==> config.mk <==
export PLATFORM = sky130hd
export DESIGN_NAME = piso_serializer
export DESIGN_NICKNAME = d
export VERILOG_FILES = /design/src/rtl/piso_serializer.sv
export SDC_FILE = /design/constraint.sdc
export NUM_CORES = 1
export LEC_CHECK = 0
export ABC_AREA = 0
export BUFFER_PORTS_ARGS = -buffer_cell sky130_fd_sc_hd__buf_2
export CORE_MARGIN = 4
export CORE_UTILIZATION = 34
export DETAILED_ROUTE_END_ITERATION = 6
export GPL_ROUTABILITY_DRIVEN = 0
export SLEW_MARGIN = 5
export SYNTH_ARGS = -nofsm -noshare
export SYNTH_HDL_FRONTEND = slang
export SYNTH_SLANG_ARGS = --single-unit
==> constraint.sdc <==
create_clock -name clk -period 1.8 [get_ports clk]
set_input_delay 0.09 -clock clk [delete_from_list [all_inputs] [get_ports clk]]
set_output_delay 0.09 -clock clk [all_outputs]
set_load 0.02 [all_outputs]
==> src/rtl/piso_serializer.sv <==
// piso_serializer: parallel-in, serial-out converter with a valid/ready load
// handshake and a per-bit valid strobe. One bit is emitted per enabled clock.
// Build option: define PISO_LSB_FIRST_EN to emit LSB first (default MSB first).
module piso_serializer #(
  parameter int N = 4
) (
  input  logic         clk,
  input  logic         rst,
  input  logic         ena,
  input  logic         load_valid,
  output logic         load_ready,
  input  logic [N-1:0] d,
  output logic         data_out,
  output logic         data_valid,
  output logic         done
);

  localparam int CW = $clog2(N);
  localparam logic [CW-1:0] LAST = CW'(N - 1);

  typedef enum logic [0:0] {
    S_IDLE  = 1'b0,
    S_SHIFT = 1'b1
  } state_e;

  state_e        state_q, state_d;
  logic [N-1:0]  sreg_q, sreg_d;
  logic [CW-1:0] cnt_q, cnt_d;
  logic          load_s;
  logic          last_s;

  assign last_s = (cnt_q == LAST);
  assign load_s = load_valid && load_ready;

  // State register; reset discards any word in flight.
  always_ff @(posedge clk or negedge rst) begin
    if (!rst) begin
      state_q <= S_IDLE;
    end else begin
      state_q <= state_d;
    end
  end

  // Next-state logic: a load always wins, otherwise leave SHIFT after the last enabled bit.
  always_comb begin
    state_d = state_q;
    case (state_q)
      S_IDLE: begin
        if (load_s) begin
          state_d = S_SHIFT;
        end else begin
          state_d = S_IDLE;
        end
      end
      S_SHIFT: begin
        if (load_s) begin
          state_d = S_SHIFT;
        end else if (ena && last_s) begin
          state_d = S_IDLE;
        end else begin
          state_d = S_SHIFT;
        end
      end
      default: begin
        state_d = S_IDLE;
      end
    endcase
  end

  // Shift register and bit counter storage.
  always_ff @(posedge clk or negedge rst) begin
    if (!rst) begin
      sreg_q <= {N{1'b0}};
      cnt_q  <= {CW{1'b0}};
    end else begin
      sreg_q <= sreg_d;
      cnt_q  <= cnt_d;
    end
  end

  // Datapath next state: load, shift with zero fill, or clear when the word ends.
  always_comb begin
    sreg_d = sreg_q;
    cnt_d  = cnt_q;
    if (load_s) begin
      sreg_d = d;
      cnt_d  = {CW{1'b0}};
    end else if ((state_q == S_SHIFT) && ena) begin
      if (!last_s) begin
`ifdef PISO_LSB_FIRST_EN
        sreg_d = {1'b0, sreg_q[N-1:1]};
`else
        sreg_d = {sreg_q[N-2:0], 1'b0};
`endif
        cnt_d  = cnt_q + CW'(1);
      end else begin
        // Word finished with no follow-on load: park cleared so IDLE shows zeros.
        sreg_d = {N{1'b0}};
        cnt_d  = {CW{1'b0}};
      end
    end else begin
      sreg_d = sreg_q;
      cnt_d  = cnt_q;
    end
  end

  // Output decode from registered state; only load_ready also looks at ena.
  always_comb begin
    load_ready = 1'b0;
    data_out   = 1'b0;
    data_valid = 1'b0;
    done       = 1'b0;
    case (state_q)
      S_IDLE: begin
        load_ready = 1'b1;
      end
      S_SHIFT: begin
        load_ready = last_s && ena;
`ifdef PISO_LSB_FIRST_EN
        data_out   = sreg_q[0];
`else
        data_out   = sreg_q[N-1];
`endif
        data_valid = 1'b1;
        done       = last_s;
      end
      default: begin
        load_ready = 1'b0;
      end
    endcase
  end

endmodule

# After elaboration in Yosys (flattened, before gate mapping)
# Index checks and enable logic that the tools add are counted.
[classes] add_sub_neg=1 multipliers=0 div=0 order_cmp=0 eq_ne=1 n_shift=0 n_mux=14 bitwise_logic=1 reduce_logical=4
[op_table] op="$mux W4" n=3
[op_table] op="$mux W1" n=6
[op_table] op="$mux W2" n=3
[op_table] op="$pmux W1 S2" n=2
[op_table] op="$logic_and A1 B1 Y1" n=3
[op_table] op="$add A2 B1 Y2 const B" n=1
[op_table] op="$eq A2 B2 Y1 const B" n=1
[op_table] op="$reduce_bool A2 Y1" n=1
[op_table] op="$not A1 Y1" n=1
[word_totals] reg_bits=7 latch_bits=0 mem_bits_rw=0 romBits=0 inputBits=8 output_inout_bits=4 word_cells=24 mem_count=0

# Depth between registers and ports, before layout
[logic_depth] word_depth=6 ltp_mapped=5 mapped_depth_nobuf=4

# Least setup slack after synthesis
# OpenSTA, ideal clock, no wires.
[synth_timing] path_type="reg2reg" start="reg cnt_q[0]" end="reg cnt_q[0]" setup_ns=0.121 arrival_ns=1.111 path_slack_ns=0.568 stages_incl_launch_ff=6 path_buffers=1 period_less_slack_ns=1.232 path_cell_list="dfrtp_1 -> ha_1 -> buf_6 -> nor2_2 -> mux2_4 -> a22o_1"
[synth_between] elab_chain_cells=5 elab_cells_between_ends=9
[synth_rtl] element="start, declared" line_no="28" rtl="logic [CW-1:0] cnt_q, cnt_d;"
[synth_rtl] element="start signal, assigned" line_no="74" rtl="cnt_q <= {CW{1'b0}};"
[synth_rtl] element="start signal, assigned" line_no="77" rtl="cnt_q <= cnt_d;"
[synth_rtl] element="parallel branches: the longest is 5 deep, another holds $add A2 B1 Y2"
# Several ways; the timed one is not identified. The select of a mux whose other input is x is not followed.
# A chain may end at the register's enable or synchronous reset.

# Worst setup path after layout
[layout_timing] start="reg cnt_q[0]" end="out load_ready"
[layout_between] elab_chain_cells=3
[layout_rtl] element="$eq A2 B2 Y1" line_no="32" rtl="assign last_s = (cnt_q == LAST);"
[layout_rtl] element="$logic_and A1 B1 Y1" line_no="118" rtl="load_ready = last_s && ena;"
[layout_rtl] element="$pmux W1 S2" line_no="113" rtl="case (state_q)"
[layout_rtl] element="end, declared" line_no="11" rtl="output logic load_ready,"
# Every way passes these cells.

==> reports/results.ini <==
[outcome]
outcome=complete, no violations

[final_layout]
n_antenna_cell=0
layout_commonest_cell=buf_2
area.growth.synth_to_final_pct=17.7
design_area_um2=532
nFillCells=122
final_cell_mix=11 x buf_2, 7 x dfrtp_1
final_nets=71
drive_gt1_share_pct=26.2

[run]
maxCapViolations=0

[floorplan]
die_x_um=44.5
num_rows=12
die-area_um2=1980
initial_utilization_pct=38.6
ios=12
core-area_um2=1170
die_h_um=44.5

[sta]
tightest_slew_ns=0.419
setup_viol=0
rsz0062_at_grt=no
max_clock_freq_mhz=675
drv_slew=0
fin_crit_sh_pct=82.2
fin_tns_setup_ns=0
relSlewSlack_pct=72.1
holdWs_ns=0.149
fin_crit_ns=1.48
final_hold_viol_count=0
finClkSkew_ns=0.00149

[setup_path]
critPathMaxFanout=11
endpoint_kind=primary output
setup.worst_path.class=flip-flop to primary output
crit_chain=ha_1 > nand2_1 > nand2_1 > buf_2
required_ns=1.71
cpPeakStageDelay_ns=0.41
slowest_stage=dfrtp_1
startpoint_type=flip-flop
crit_path_frequent_cell=nand2_1
crit_arrival_ns=1.39

[synthesis]
yosysTopAreaCellShare_pct=38.8
synth.avg_cell_area_um2=9.22
syn_area_um2=452
ys.flop_type=dfrtp_1
synth_area_leader_cell=dfrtp_1
yosysSeqAreaShare_pct=38.8
synth_seq_cells=7
synth_fp_nets=58
synth_edf_count=0
synth_area_leaders=dfrtp_1 39%, mux2i_1 8.9%, nand2b_1 5.5%
synthDistinctLibCells=23
postSynthCellCount=49
async_reset_ff_share_pct=100
synth_warnings=0

[power]
ir_drop_mv=0.572
p_switching_uw=296
swShare_pct=38.7
power_frac_clock_pct=19.1
pwr-share-seq_pct=37.8
p_leak_nw=0.256
pwr-share-comb_pct=43.2
p_int_uw=469
cellPowerDensity_nw_per_um2=1440

[clocking]
ctsResizeCount=0
h-tree-depth=1
cts_buffers=3
cts_tree=yes
root_buffer=clkbuf_4
numClockSinks=7
postCtsHoldBufs=1
clk_path_buf_depth=2
cts_setup_buffers=0
clk_pin_slew_ns=0.05
clk_latency_ns=0.25

[drt]
vias=402
wire_per_inst_um=12.5
via_per_inst=5.36
dr.pass1.iters=4
ant_nets=0
drt-initial-drc-count=17
drc=0
drt_wl_total_um=938

[global_routing]
grt_pass1_vias=331
grt_pass1_wl_mm=1.47
grt_usage_pct=10.8
grt_max_degree=17
grt-ovfl-total=0
antenna_found_initial=0

[place]
port_buffers=11
placed_area_um2=495

[hold_path]
worstHoldPathType=input port to flip-flop

-- layout make-up --
| type | instances | area, um2 | area share (%) |
|---|---|---|---|
| Tap cell | 14 | 17.5 | 3.29 |
| Timing Repair Buffer | 12 | 65.1 | 12.2 |
| Clock buffer | 4 | 26.3 | 4.94 |
| Sequential cell | 7 | 175 | 32.9 |
| Multi-Input combinational cell | 37 | 244 | 45.9 |
| Inverter | 1 | 3.75 | 0.706 |
-- cell usage after synthesis (2+ instances only) --
master	count
and2_1	2
and3_1	3
buf_2	2
dfrtp_1	7
mux2i_1	4
nand2_1	4
nand2b_1	4
nand3_1	4
o21ai_0	3
o22ai_1	3
-- routing by layer --
| layer | vias to the layer above | track usage, % | part of all wire (%) |
|---|---|---|---|
| li1 | 201 | - | - |
| met1 | 182 | 14.7 | 53 |
| met2 | 14 | 13.4 | 37 |
| met3 | 5 | 3.66 | 5.9 |
| met4 | 0 | 9.04 | 3.6 |
| met5 | - | 0 | 0 |
-- power by group through the flow --
stage	registers (mW)	logic [mW]	clock network, mW
2_1_floorplan	0.272	0.282	0
3_3_place_gp	0.288	0.327	0
3_5_place_dp	0.289	0.328	0
4_1_cts	0.286	0.335	0.155
5_1_grt	0.295	0.372	0.163
6_report	0.289	0.330	0.146
-- final timing paths --
path / start / endpoint / slack, ns / cells past startpoint
max: cnt_q[0] / load_ready / 0.32 / 4
min: d[0] / sreg_q[0] / 0.15 / 3
max reg2reg: cnt_q[0] / cnt_q[0] / 0.41 / 4
min reg2reg: sreg_q[0] / sreg_q[0] / 0.59 / 2
max in group asynchronous: rst / sreg_q[3] / 1.43 / 2
min in group asynchronous: rst / state_q / 0.20 / 2
-- per-stage QoR --
step / util [%] / power (mW) / setup WS, ns / cells
floorplan: - / 0.553 / 0.568 / 49
global placement: 42.3 / 0.615 / 0.468 / 70
detailed placement: 42.3 / 0.617 / 0.431 / 70
CTS: 45.4 / 0.775 / 0.315 / 75
global route: 45.4 / 0.831 / 0.201 / 75
finish: 45.4 / 0.765 / 0.320 / 75
-- cell families (layout without fill, tap and decap cells) --
family	Yosys count	count (layout)	share of synthesized area (%)
multiplexers	5	5	12.2
AND/OR/NAND/NOR	21	21	25.5
buffers and inverters	5	17	7.20
AO/OA/AOI/OAI	10	10	13.6
adder cells (fa/ha/maj)	1	1	2.77
flip-flops	7	7	38.8
-- sequential cells by signal, indices dropped and copies added, names as in the netlist --
register  flops
cnt_q         2
sreg_q        4
state_q       1
-- critical path: cells and delay by family (launching register included) --
family                   cells  cell delay, ns
adder cells (fa/ha/maj)      1            0.38
buffers and inverters        1            0.17
AND/OR/NAND/NOR              2            0.17
flip-flops                   1            0.41
(Power assumes the default switching activity.)
